==> src/rtl/lif_neuron_sequencer_if.sv <==
// Bus between the LIF sequencer and its user: timestep request,
// per-neuron inputs, shared comparator hookup and spike results.
interface lif_neuron_sequencer_if #(
  parameter int W = 4,
  parameter int N = 4
);
  logic           tick;
  logic [N*W-1:0] in_current;
  logic [W-1:0]   leak;
  logic [W-1:0]   minus_teta;
  logic [W-1:0]   cmp_u;
  logic [W-1:0]   cmp_minus_teta;
  logic           cmp_is_spike;
  logic [N-1:0]   spikes;
  logic           spikes_valid;
  logic           busy;
  logic           overrun;
  logic [N*W-1:0] mem_potential;

  modport master (
    output tick, in_current, leak, minus_teta,
    output cmp_is_spike,
    input  cmp_u, cmp_minus_teta, spikes,
    input  spikes_valid, busy, overrun,
    input  mem_potential
  );

  modport slave (
    input  tick, in_current, leak, minus_teta,
    input  cmp_is_spike,
    output cmp_u, cmp_minus_teta, spikes,
    output spikes_valid, busy, overrun,
    output mem_potential
  );
endinterface

==> src/rtl/lif_neuron_sequencer.sv <==
// Leaky integrate-and-fire sweep over N_NEURONS neurons that
// time-share one external spike comparator.
module lif_neuron_sequencer #(
  parameter int n_stage   = 2,
  parameter int N_NEURONS = 4
) (
  input logic clk,
  input logic rst_n,
  lif_neuron_sequencer_if.slave bus
);
  localparam int W  = n_stage + 2;
  localparam int IW =
    (N_NEURONS > 1) ? $clog2(N_NEURONS) : 1;
  localparam logic [IW-1:0] LAST =
    IW'(N_NEURONS - 1);

  typedef enum logic [1:0] {
    IDLE,
    INTEGRATE,
    COMPARE,
    DONE
  } state_t;

  state_t                 state;
  logic [IW-1:0]          idx;
  logic [W-1:0]           u    [N_NEURONS];
  logic [W-1:0]           in_l [N_NEURONS];
  logic [W-1:0]           u_next;
  logic [N_NEURONS-1:0]   spk_acc;
  logic [N_NEURONS-1:0]   spk_new;
  logic [N_NEURONS-1:0]   spikes;
  logic                   spikes_valid;
  logic                   busy;
  logic                   overrun;
  logic [W:0]             sum;
  logic [W-1:0]           sat;
  logic [W-1:0]           integ;

  // Saturate before the leak so a large input cannot wrap to small.
  always_comb begin
    sum   = {1'b0, u[idx]} + {1'b0, in_l[idx]};
    sat   = sum[W] ? '1 : sum[W-1:0];
    integ = (sat > bus.leak) ? sat - bus.leak : '0;
    spk_new      = spk_acc;
    spk_new[idx] = bus.cmp_is_spike;
  end

  always_ff @(posedge clk) begin
    if (!rst_n) begin
      state        <= IDLE;
      idx          <= '0;
      u            <= '{default: '0};
      in_l         <= '{default: '0};
      u_next       <= '0;
      spk_acc      <= '0;
      spikes       <= '0;
      spikes_valid <= 1'b0;
      busy         <= 1'b0;
      overrun      <= 1'b0;
    end else begin
      spikes_valid <= 1'b0;
      if (bus.tick && state != IDLE)
        overrun <= 1'b1;
      unique case (state)
        IDLE: begin
          if (bus.tick) begin
            for (int i = 0; i < N_NEURONS; i++)
              in_l[i] <= bus.in_current[i*W +: W];
            idx   <= '0;
            busy  <= 1'b1;
            state <= INTEGRATE;
          end
        end
        INTEGRATE: begin
          u_next <= integ;
          state  <= COMPARE;
        end
        COMPARE: begin
          u[idx]  <= bus.cmp_is_spike ? '0 : u_next;
          spk_acc <= spk_new;
          // cmp_u is u_next, so clearing it zeroes the comparator bus.
          u_next  <= '0;
          if (idx == LAST) begin
            spikes       <= spk_new;
            spikes_valid <= 1'b1;
            state        <= DONE;
          end else begin
            idx   <= idx + 1'b1;
            state <= INTEGRATE;
          end
        end
        DONE: begin
          busy  <= 1'b0;
          state <= IDLE;
        end
        default: state <= IDLE;
      endcase
    end
  end

  assign bus.cmp_u          = u_next;
  assign bus.cmp_minus_teta = bus.minus_teta;
  assign bus.spikes         = spikes;
  assign bus.spikes_valid   = spikes_valid;
  assign bus.busy           = busy;
  assign bus.overrun        = overrun;

  for (genvar g = 0; g < N_NEURONS; g++) begin : g_mem
    assign bus.mem_potential[g*W +: W] = u[g];
  end
endmodule
==> src/flat_wrapper.sv <==
// flat-port wrapper written by rule: the top's interface ports become plain ports
module lif_neuron_sequencer_flat 
#(
  parameter int n_stage   = 2,
  parameter int N_NEURONS = 4
)
  (clk, rst_n, bus_tick, bus_in_current, bus_leak, bus_minus_teta, bus_cmp_is_spike, bus_cmp_u, bus_cmp_minus_teta, bus_spikes, bus_spikes_valid, bus_busy, bus_overrun, bus_mem_potential);
  lif_neuron_sequencer_if bus_i ();
  input logic clk;
  input logic rst_n;
  input wire logic [$bits(bus_i.tick)-1:0] bus_tick;
  input wire logic [$bits(bus_i.in_current)-1:0] bus_in_current;
  input wire logic [$bits(bus_i.leak)-1:0] bus_leak;
  input wire logic [$bits(bus_i.minus_teta)-1:0] bus_minus_teta;
  input wire logic [$bits(bus_i.cmp_is_spike)-1:0] bus_cmp_is_spike;
  output wire logic [$bits(bus_i.cmp_u)-1:0] bus_cmp_u;
  output wire logic [$bits(bus_i.cmp_minus_teta)-1:0] bus_cmp_minus_teta;
  output wire logic [$bits(bus_i.spikes)-1:0] bus_spikes;
  output wire logic [$bits(bus_i.spikes_valid)-1:0] bus_spikes_valid;
  output wire logic [$bits(bus_i.busy)-1:0] bus_busy;
  output wire logic [$bits(bus_i.overrun)-1:0] bus_overrun;
  output wire logic [$bits(bus_i.mem_potential)-1:0] bus_mem_potential;
  assign bus_i.tick = bus_tick;
  assign bus_i.in_current = bus_in_current;
  assign bus_i.leak = bus_leak;
  assign bus_i.minus_teta = bus_minus_teta;
  assign bus_i.cmp_is_spike = bus_cmp_is_spike;
  assign bus_cmp_u = bus_i.cmp_u;
  assign bus_cmp_minus_teta = bus_i.cmp_minus_teta;
  assign bus_spikes = bus_i.spikes;
  assign bus_spikes_valid = bus_i.spikes_valid;
  assign bus_busy = bus_i.busy;
  assign bus_overrun = bus_i.overrun;
  assign bus_mem_potential = bus_i.mem_potential;
  lif_neuron_sequencer #(.n_stage(n_stage), .N_NEURONS(N_NEURONS)) u_core (.clk(clk), .rst_n(rst_n), .bus(bus_i));
endmodule
==> config.mk <==
export PLATFORM = sky130hd
export DESIGN_NAME = lif_neuron_sequencer_flat
export DESIGN_NICKNAME = d
export VERILOG_FILES = /design/src/rtl/lif_neuron_sequencer_if.sv /design/src/rtl/lif_neuron_sequencer.sv /design/src/flat_wrapper.sv
export SDC_FILE = /design/constraint.sdc
export NUM_CORES = 1
export LEC_CHECK = 0
export ABC_CLOCK_PERIOD_IN_PS = 9200
export CAP_MARGIN = 20
export CORE_MARGIN = 2
export CORE_UTILIZATION = 54
export DETAILED_ROUTE_END_ITERATION = 16
export PLACE_DENSITY = 0.81
export SYNTH_ARGS = -nofsm -noshare
export SYNTH_HDL_FRONTEND = slang
export SYNTH_SLANG_ARGS = --single-unit
==> constraint.sdc <==
create_clock -name clk -period 9.2 [get_ports clk]
set_input_delay 1.38 -clock clk [delete_from_list [all_inputs] [get_ports clk]]
set_output_delay 1.38 -clock clk [all_outputs]
set_load 0.02 [all_outputs]
* After elaboration in Yosys (flattened, before gate mapping)
Index checks and enable logic that the tools add are counted.
** Cells by class
- Add/sub/neg operators :: 3
- Multiply operators :: 0
- Divide/modulo/power cells :: 0
- Order comparisons :: 5
- Equality and inequality tests :: 6
- Shifts and indexed selects :: 0
- Multiplexer cells :: 25
- Bitwise gates (word level) :: 1
- Reduce and logical (&&, ||, !) cells :: 13
** Operators by type and width (number)
- $mux 4 :: 8
- $bmux 4 s2 :: 2
- $bwmux 16 :: 1
- $demux 4 s2 :: 1
- $mux 2 :: 4
- $pmux 2 s4 :: 1
- $pmux 4 s2 :: 1
- $reduce_and 2->1 :: 4
- $reduce_bool 2->1 :: 4
- $eq 2x2->1 const B :: 3
- $add 4x4->5 :: 1
- $bwmux 4 :: 1
- $gt 4x4->1 :: 1
- $ne 2x2->1 const B :: 2
- $pmux 2 s2 :: 1
- $sub 4x4->4 :: 1
- $ge 3x3->1 const B :: 1
- $logic_and 1x1->1 :: 3
- $lt 2x3->1 const B :: 1
- $lt 3x1->1 const B :: 1
- $mux 1 :: 3
- $not 2->3 :: 1
- $reduce_and 3->1 :: 1
- $add 2x1->2 const B :: 1
- 5 further kinds :: 5
** Word-level totals
- Register bits :: 51
- Latch bits :: 0
- RAM bits :: 0
- ROM bits :: 0
- Input port bits :: 28
- Output and inout bits :: 31
- Word-level logic and storage cells :: 69
- Memories :: 0

* Depth between registers and ports, before layout
Gate-level depths: netlist of the first run.
- Word-level depth :: 9
- Mapped depth :: 15
- Gate-level depth less buffers :: 14

* Worst setup path before layout of the first run
No wires, ideal clock.
- Path kind :: flip-flop to flip-flop
- Start :: register u_core.idx[0]
- End :: register u_core.u_next[1] (netlist: u_core.bus.cmp_u[1])
- Setup time :: 116 ps
- Data arrival time :: 3204 ps
- Data required time :: 9084 ps
- Slack :: 5879 ps
- Cell stages (with the launch flop) :: 16
- Path buffers :: 1
- Clock period less this slack :: 3321 ps
- Cells stage by stage :: dfxtp_1 -> buf_6 -> mux4_2 -> ha_1 -> inv_1 -> fa_1 -> nor2_1 -> o21ai_0 -> nor3b_1 -> ha_1 -> inv_1 -> fa_1 -> and3_1 -> o2111a_2 -> a22oi_2 -> nor2b_2
** On the way
- Longest elaborated chain between the ends :: 9
- Elaborated cells on any way between the ends :: 13
- Classes of those cells :: 2 x add/sub; 1 x order compare; 9 x mux; 1 x bitwise
** RTL lines
- start: declaration :: line lif_neuron_sequencer.sv:25 : logic [IW-1:0] idx;
- start signal: assignment :: line lif_neuron_sequencer.sv:88 : idx <= idx + 1'b1;
- $not 2->3 (not written as such) (*) :: line lif_neuron_sequencer.sv:41 : sum = {1'b0, u[idx]} + {1'b0, in_l[idx]};
- $bmux 4 s2 :: line lif_neuron_sequencer.sv:41
- $mux 4 (not written as such) (2 in a row) :: line lif_neuron_sequencer.sv:41
- $add 4x4->5 (*) :: line lif_neuron_sequencer.sv:41
- $mux 4 (*) :: line lif_neuron_sequencer.sv:42 : sat = sum[W] ? '1 : sum[W-1:0];
- $sub 4x4->4 or $gt 4x4->1 (tied branches) :: line lif_neuron_sequencer.sv:43 : integ = (sat > bus.leak) ? sat - bus.leak : '0;
- $mux 4 (*) :: line lif_neuron_sequencer.sv:43
- $pmux 4 s2 (*) :: line lif_neuron_sequencer.sv:64 : unique case (state)
- end signal: assignment :: line lif_neuron_sequencer.sv:75 : u_next <= integ;
- end: declaration :: line lif_neuron_sequencer.sv:28 : logic [W-1:0] u_next;
Every way passes the cells marked *; elsewhere a longest branch is shown, timed or not. The select of a mux whose other input is x is not followed.
A chain may end at the register's enable or synchronous reset.

* Final worst setup path of the first run
Same ends and word-level chain as after synthesis.

==> flow_metrics.py, run 1 <==
metrics = {
    "yosys": {
        "netlist.top_cell.by_area": "sky130_fd_sc_hd__dfxtp_1",
        "asyncSetResetFlopFracSynth": 0,
        "synthTopCellsByArea": "sky130_fd_sc_hd__dfxtp_1 37%, sky130_fd_sc_hd__nand2_1 9.9%, sky130_fd_sc_hd__ha_1 7.0%",
        "yosys_register_bits": 50,
        "yosys-top-cells-count": "71 x sky130_fd_sc_hd__nand2_1, 50 x sky130_fd_sc_hd__dfxtp_1, 23 x sky130_fd_sc_hd__a21boi_0, 17 x sky130_fd_sc_hd__inv_1, 17 x sky130_fd_sc_hd__nand3_1",
        "synth_cell_type_count": 42,
        "synthCells": 299,
        "synth_most_common_cell": "sky130_fd_sc_hd__nand2_1",
        "post_synth_edffs": 0,
        "mappedNetlistNets": 344,
        "syn_area_um2": 2680,
        "ys.flop_type": "sky130_fd_sc_hd__dfxtp_1",
        "yosys.area.top_type_share": 0.3735,
        "yosysSeqAreaShare": 0.3735,
        "yosysWarningCount": 0,
        "syn_avg_cell_area_um2": 8.963,
    },
    "placed_design": {
        "port_buffers": 50,
        "routability_congestion": 0.8575,
        "pre_cts_ws_ns": 5.489,
        "dp_hpwl_um": 4070,
    },
    "routing": {
        "drt_pass1_iterations": 5,
        "route.final.wire_length_um": 5792,
        "dr_total_vias": 2180,
        "route.antenna.remaining_nets": 0,
        "drt_drc_violations_left": 0,
        "drtIter0Drc": 145,
        "avgRoutedWirePerCell_um": 14.41,
        "post_drt_via_cell_ratio": 5.423,
    },
    "timing": {
        "timing_max_transition_violations_final": 0,
        "finalWorstPathRequiredPeriod_ns": 3.789,
        "final_number_of_setup_violating_endpoints": 0,
        "pnr_worst_setup_slack_ns": 5.411,
        "max_slew.worst_pin.slew_ns": 0.8536,
        "worst_slew_margin_rel": 0.4309,
        "final_hold_viol_count": 0,
        "maxClockFrequency_mhz": 263.9,
        "worst_clock_skew_ns": 0.008240,
        "final.period_utilization": 0.4119,
        "setup_tns_ns": 0,
        "grt_setup_unrepaired": "false",
    },
    "setup_path": {
        "logic_depth_of_the_worst_register_to_register_path": 14,
        "timing.critical_path.fanout_max": 14,
        "criticalPathCategory": "flop to flop",
        "timing.critical_path.required_ns": 9.41,
        "crit_arrival_ns": 3.99,
        "worstSetupStartpointType": "flop",
        "timing.critical_path.to_type": "flop",
    },
    "floorplan": {
        "ioPinCount": 59,
        "fp-row-count": 25,
        "core_um2": 4755,
        "die_area_um2": 5543,
        "die_w_um": 74.45,
        "die_y_um": 74.45,
        "initial_utilization": 0.5637,
    },
    "clock_network": {
        "cts_post_setup_buffers_inserted": 0,
        "clkSlewWorstSetupHoldPaths_ns": 0.09,
        "cts_made_buffers": 5,
        "cts-htree-levels": 2,
        "tritoncts": "built",
        "cts.sinks": 50,
        "worstSkewPairLatency_ns": 0.30,
        "clock_path_buffers": 2,
        "clockRootBuffer": "sky130_fd_sc_hd__clkbuf_8",
        "postCtsResizedCells": 0,
        "ctsHoldBuffers": 0,
    },
    "cells_and_area": {
        "area_growth_syn_to_layout_pct": 21.71,
        "antennaDiodeCount": 0,
        "drive_above_1_share": 0.06269,
        "final_util": 0.6861,
        "design.final.nets": 379,
    },
    "global_route": {
        "grt_pass1_vias": 2016,
        "antenna_found_initial": 0,
        "grt_max_degree": 52,
        "grt_first_pass_wirelength_um": 9515,
        "grtUsageTotal": 0.2239,
        "grt_remaining_overflow": 0,
    },
    "run_status": {
        "run_status": "finished clean",
    },
    "job": {
        "drv_cap": 0,
    },
    "power_and_ir_drop": {
        "power_density_over_the_cells_nw_per_um2": 157.5,
        "report.power.total_uw": 513.7,
        "worst_ir_drop_vdd_mv": 0.09830,
        "power.static_leakage_uw": 0.001240,
    },
    "hold_path": {
        "hold_depth": 2,
        "holdCritPathClass": "flop to flop",
    },
}
==> per-stage QoR <==
step | hold slack, ns | cell area [um2] | cells
2_1_floorplan | 0.4303 | 2680 | 299
3_3_place_gp | 0.4361 | 3119 | 394
3_5_place_dp | 0.4504 | 3119 | 394
4_1_cts | 0.4623 | 3262 | 402
5_1_grt | 0.4908 | 3262 | 402
6_report | 0.4589 | 3262 | 402
==> layer usage <==
metal | global-route usage | wire (um) | vias to the layer above
met5 | 0 | 0 | -
met4 | 0.06151 | 93 | 0
met3 | 0.04607 | 319 | 10
met2 | 0.3500 | 2649 | 79
met1 | 0.3166 | 2728 | 1011
li1 | - | - | 1080
==> cell usage in the layout (no fill, tap or decap), types with 2 or more instances in the layout <==
cell                              instances
sky130_fd_sc_hd__nand2b_1                 2
sky130_fd_sc_hd__a21oi_1                  4
sky130_fd_sc_hd__mux4_2                   6
sky130_fd_sc_hd__a21boi_1                15
sky130_fd_sc_hd__clkbuf_8                 6
sky130_fd_sc_hd__nand2_1                 71
sky130_fd_sc_hd__fa_1                     2
sky130_fd_sc_hd__a21boi_0                23
sky130_fd_sc_hd__bufinv_16                2
sky130_fd_sc_hd__nand3_1                 17
sky130_fd_sc_hd__dfxtp_1                 50
sky130_fd_sc_hd__o211a_1                  3
sky130_fd_sc_hd__mux4_1                   2
sky130_fd_sc_hd__inv_1                   17
sky130_fd_sc_hd__clkdlybuf4s50_1         50
sky130_fd_sc_hd__o2bb2ai_1                2
sky130_fd_sc_hd__nor2_1                   5
sky130_fd_sc_hd__and2_1                   6
sky130_fd_sc_hd__xnor2_1                  2
sky130_fd_sc_hd__mux2i_1                  3
sky130_fd_sc_hd__ha_1                    15
sky130_fd_sc_hd__nor2b_1                  6
sky130_fd_sc_hd__and3_1                   2
sky130_fd_sc_hd__nand3b_1                 2
sky130_fd_sc_hd__o21ai_0                  6
==> worst paths after layout <==
| check | end | startpoint | slack, ns |
|---|---|---|---|
| hold / removal | u_core.in_l[4] | u_core.in_l[4] | 0.46 |
| setup reg to reg | u_core.bus.cmp_u[1] | u_core.idx[0] | 5.41 |
| setup / recovery | u_core.bus.cmp_u[1] | u_core.idx[0] | 5.41 |
| hold reg to reg | u_core.in_l[4] | u_core.in_l[4] | 0.46 |
==> flip-flops by register name (all words and copies together) (netlist names) <==
register                  cells
u_core.spk_acc                3
u_core.bus.spikes_valid       1
u_core.in_l                  16
u_core.bus.spikes             4
u_core.bus.cmp_u              4
u_core.bus.mem_potential     16
u_core.bus.overrun            1
u_core.state                  2
u_core.bus.busy               1
u_core.idx                    2
==> worst max-delay path: stages, from the launching register on <==
cell and delay (ns):
sky130_fd_sc_hd__dfxtp_1 0.73, sky130_fd_sc_hd__mux4_2 0.58, sky130_fd_sc_hd__ha_1 0.24, sky130_fd_sc_hd__inv_1 0.10, sky130_fd_sc_hd__fa_1 0.23, sky130_fd_sc_hd__nor2_1 0.08
sky130_fd_sc_hd__o21ai_0 0.18, sky130_fd_sc_hd__nor3b_1 0.22, sky130_fd_sc_hd__ha_1 0.19, sky130_fd_sc_hd__inv_1 0.05, sky130_fd_sc_hd__fa_1 0.40, sky130_fd_sc_hd__and3_1 0.19
sky130_fd_sc_hd__o2111a_2 0.28, sky130_fd_sc_hd__a22oi_2 0.15, sky130_fd_sc_hd__nor2b_2 0.05
==> report_power, final <==
| group | switching (uW) | internal, uW | total (uW) |
|---|---|---|---|
| Clock | 72.2 | 116 | 188 |
| Combinational | 49.9 | 41.0 | 90.9 |
| Sequential | 7.56 | 227 | 235 |
==> cells by family (layout without fill, tap and decap cells) <==
family / Yosys count / after routing / share of synthesized area
AO/OA/AOI/OAI: 64 / 64 / 0.1816
XOR/XNOR: 2 / 2 / 0.006537
adder cells (fa/ha/maj): 17 / 17 / 0.08497
buffers and inverters: 40 / 76 / 0.08076
flip-flops: 50 / 50 / 0.3735
multiplexers: 11 / 11 / 0.08123
AND/OR/NAND/NOR: 115 / 115 / 0.1914
==> final cells by class <==
type	instances	area, um2
clock buffers	6	82.58
flip-flops and latches	50	1001
fillers	381	1493
repair buffers	51	508.0
well taps	67	83.83
inverters	17	63.81
multi-input cells	209	1463
clock inverters	2	60.06
No activity file was read; power rests on OpenSTA's default activity.
==> run 2: changes to the inputs <==
--- a/config.mk
+++ b/config.mk
@@ -5,12 +5,12 @@
 export SDC_FILE = /design/constraint.sdc
 export NUM_CORES = 1
 export LEC_CHECK = 0
-export ABC_CLOCK_PERIOD_IN_PS = 9200
+export ABC_CLOCK_PERIOD_IN_PS = 3100
 export CAP_MARGIN = 20
 export CORE_MARGIN = 2
-export CORE_UTILIZATION = 54
+export CORE_UTILIZATION = 46
 export DETAILED_ROUTE_END_ITERATION = 16
-export PLACE_DENSITY = 0.81
+export PLACE_DENSITY = 0.73
 export SYNTH_ARGS = -nofsm -noshare
 export SYNTH_HDL_FRONTEND = slang
 export SYNTH_SLANG_ARGS = --single-unit
==> constraint.sdc (replaced) <==
create_clock -name clk -period 3.1 [get_ports clk]
set_input_delay 0.465 -clock clk [delete_from_list [all_inputs] [get_ports clk]]
set_output_delay 0.465 -clock clk [all_outputs]
set_load 0.02 [all_outputs]
==> flow_metrics.py, run 2 (synthesized netlist as in run 1, its figures left out) <==
metrics = {
    "cells_and_area": {
        "design.final.nets": 387,
        "area_growth_syn_to_layout_pct": 26.33,
        "layout.cells.most_common": "sky130_fd_sc_hd__nand2_1",
        "multi_input_gate_area_in_the_final_layout_um2": 1521,
        "layout.cells.most_common_list": "71 x sky130_fd_sc_hd__nand2_1, 50 x sky130_fd_sc_hd__clkdlybuf4s50_1, 49 x sky130_fd_sc_hd__dfxtp_1",
        "final_util": 0.6074,
        "antennaDiodeCount": 0,
        "final.fill_count": 488,
        "finish.cell_count_without_fillers": 415,
        "regArea_um2": 1005,
        "drive_above_1_share": 0.1224,
    },
    "global_route": {
        "grt_first_pass_wirelength_um": 10010,
        "grtUsageTotal": 0.2024,
        "grt_remaining_overflow": 0,
        "grt_pass1_vias": 2046,
        "grt_max_degree": 30,
        "antenna_found_initial": 0,
    },
    "clock_network": {
        "clockRootBuffer": "sky130_fd_sc_hd__clkbuf_8",
        "clkSlewWorstSetupHoldPaths_ns": 0.10,
        "cts.sinks": 50,
        "clock_path_buffers": 2,
        "worstSkewPairLatency_ns": 0.31,
        "ctsHoldBuffers": 0,
        "cts_made_buffers": 5,
        "cts-htree-levels": 2,
        "tritoncts": "built",
    },
    "power_and_ir_drop": {
        "report.power.total_uw": 1548,
        "worst_ir_drop_vdd_mv": 0.2697,
        "power_density_over_the_cells_nw_per_um2": 457.4,
        "power.static_leakage_uw": 0.001278,
    },
    "floorplan": {
        "die_y_um": 80.33,
        "die_area_um2": 6453,
        "die_w_um": 80.33,
        "core_um2": 5574,
        "ioPinCount": 59,
        "fp-row-count": 27,
        "initial_utilization": 0.4808,
    },
    "setup_path": {
        "worst-r2r-setup-slack_ns": -0.02,
        "crit_arrival_ns": 3.33,
        "criticalPathCategory": "flop to flop",
        "logic_depth_of_the_worst_register_to_register_path": 14,
        "timing.critical_path.to_type": "flop",
        "worstSetupStartpointType": "flop",
        "timing.critical_path.required_ns": 3.32,
        "worstReg2RegStart": "u_core.idx[0]",
        "timing.critical_path.fanout_max": 7,
        "r2r_end": "u_core.bus.cmp_u[1]",
    },
    "placed_design": {
        "dp_hpwl_um": 4639,
        "port_buffers": 50,
        "place.detailed.instances": 405,
        "routability_congestion": 0.8052,
    },
    "routing": {
        "drtIter0Drc": 165,
        "post_drt_via_cell_ratio": 5.313,
        "avgRoutedWirePerCell_um": 15.02,
        "route.final.wire_length_um": 6234,
        "drt_drc_violations_left": 0,
        "drt_pass1_iterations": 5,
        "dr_total_vias": 2205,
        "route.antenna.remaining_nets": 0,
    },
    "timing": {
        "final_hold_viol_count": 0,
        "maxClockFrequency_mhz": 320.9,
        "worst_slew_margin_rel": 0.5576,
        "timing_max_transition_violations_final": 0,
        "finalWorstPathRequiredPeriod_ns": 3.117,
        "final_number_of_setup_violating_endpoints": 2,
        "final.period_utilization": 1.005,
        "worst_clock_skew_ns": 0.007619,
        "max_slew.worst_pin.slew_ns": 0.6615,
        "grt_setup_unrepaired": "true",
        "pnr_worst_setup_slack_ns": -0.01655,
    },
    "run_status": {
        "run_status": "finished with violations",
        "violations": "setup timing",
    },
    "hold_path": {
        "min_to": "u_core.in_l[8]",
        "holdCritPathClass": "flop to flop",
        "hold_depth": 2,
        "timing.hold.worst.start": "u_core.in_l[8]",
    },
    "job": {
        "drv_cap": 0,
    },
}
==> run 2: cell count changes in the layout (fill, tap and decap cells not counted), moves of 2 or more <==
cell	delta
sky130_fd_sc_hd__buf_4	+8
sky130_fd_sc_hd__fa_1	-2
sky130_fd_sc_hd__fa_2	+2
sky130_fd_sc_hd__ha_1	-3
sky130_fd_sc_hd__ha_4	+2
sky130_fd_sc_hd__inv_1	-2
sky130_fd_sc_hd__inv_2	+2
==> run 2: critical path, cell delays in order, from the launching register on <==
cell and delay, ns:
sky130_fd_sc_hd__dfxtp_4 0.42, sky130_fd_sc_hd__mux4_2 0.55, sky130_fd_sc_hd__ha_4 0.18, sky130_fd_sc_hd__inv_2 0.04, sky130_fd_sc_hd__fa_2 0.20, sky130_fd_sc_hd__nor2_2 0.06, sky130_fd_sc_hd__o21ai_2 0.17, sky130_fd_sc_hd__nor3b_4 0.21
sky130_fd_sc_hd__ha_2 0.20, sky130_fd_sc_hd__inv_2 0.04, sky130_fd_sc_hd__fa_2 0.33, sky130_fd_sc_hd__and3_4 0.16, sky130_fd_sc_hd__o2111a_2 0.26, sky130_fd_sc_hd__a22oi_2 0.13, sky130_fd_sc_hd__nor2b_2 0.05
==> run 2: what timing repair did <==
| item | 4_1_cts | 5_1_grt |
|---|---|---|
| setup endpoints to repair | 3 | 4 |
| gates resized for setup | 6 | 2 |
| setup buffers | 2 | 0 |
| pin swaps | 8 | 3 |
==> run 2: how the worst max path moves through the flow <==
| stage | cells after the start | slack [ns] | from | end |
|---|---|---|---|---|
| after CTS | 10 | 0.0002 | u_core.idx[0] | u_core.bus.cmp_u[1] |
| after global placement | 14 | 0.01 | u_core.idx[0] | u_core.bus.cmp_u[1] |
| after global routing | 14 | -0.14 | u_core.idx[0] | u_core.bus.cmp_u[2] |
| after detailed placement | 11 | -0.03 | u_core.idx[0] | u_core.bus.cmp_u[1] |
| final | 14 | -0.02 | u_core.idx[0] | u_core.bus.cmp_u[1] |
| after floorplan | 15 | 0.02 | u_core.idx[0] | u_core.bus.cmp_u[1] |
==> run 2: cell type report <==
cell class / count / share of cell area
Timing Repair Buffer: 59 / 0.1678
Clock inverter: 3 / 0.02033
Sequential cell: 50 / 0.2967
Multi-Input combinational cell: 209 / 0.4494
Inverter: 17 / 0.01885
Tap cell: 72 / 0.02661
Clock buffer: 5 / 0.02033
==> run 2: metal layers <==
| layer | part of all wire | vias to the layer above | track usage |
|---|---|---|---|
| met5 | 0 | - | 0 |
| met4 | 0.0096 | 0 | 0.05763 |
| met3 | 0.044 | 6 | 0.04045 |
| met2 | 0.50 | 58 | 0.3425 |
| met1 | 0.45 | 1042 | 0.2615 |
| li1 | - | 1099 | - |
==> run 2: through the flow <==
stage / worst slack, ns / cell area [um2] / hold slack [ns] / setup TNS [ns]
floorplan: 0.01577 / 2704 / 0.4303 / 0
global placement: 0.01406 / 3194 / 0.4396 / 0
detailed placement: -0.03371 / 3194 / 0.4449 / -0.04634
CTS: 0.0002494 / 3376 / 0.4578 / 0
global route: -0.1387 / 3386 / 0.4804 / -0.4924
finish: -0.01655 / 3386 / 0.4574 / -0.01868
==> run 2: power by group <==
part / switching, uW / internal [uW]
Combinational: 158 / 134
Sequential: 21.9 / 674
Clock: 237 / 323
Total: 417 / 1130
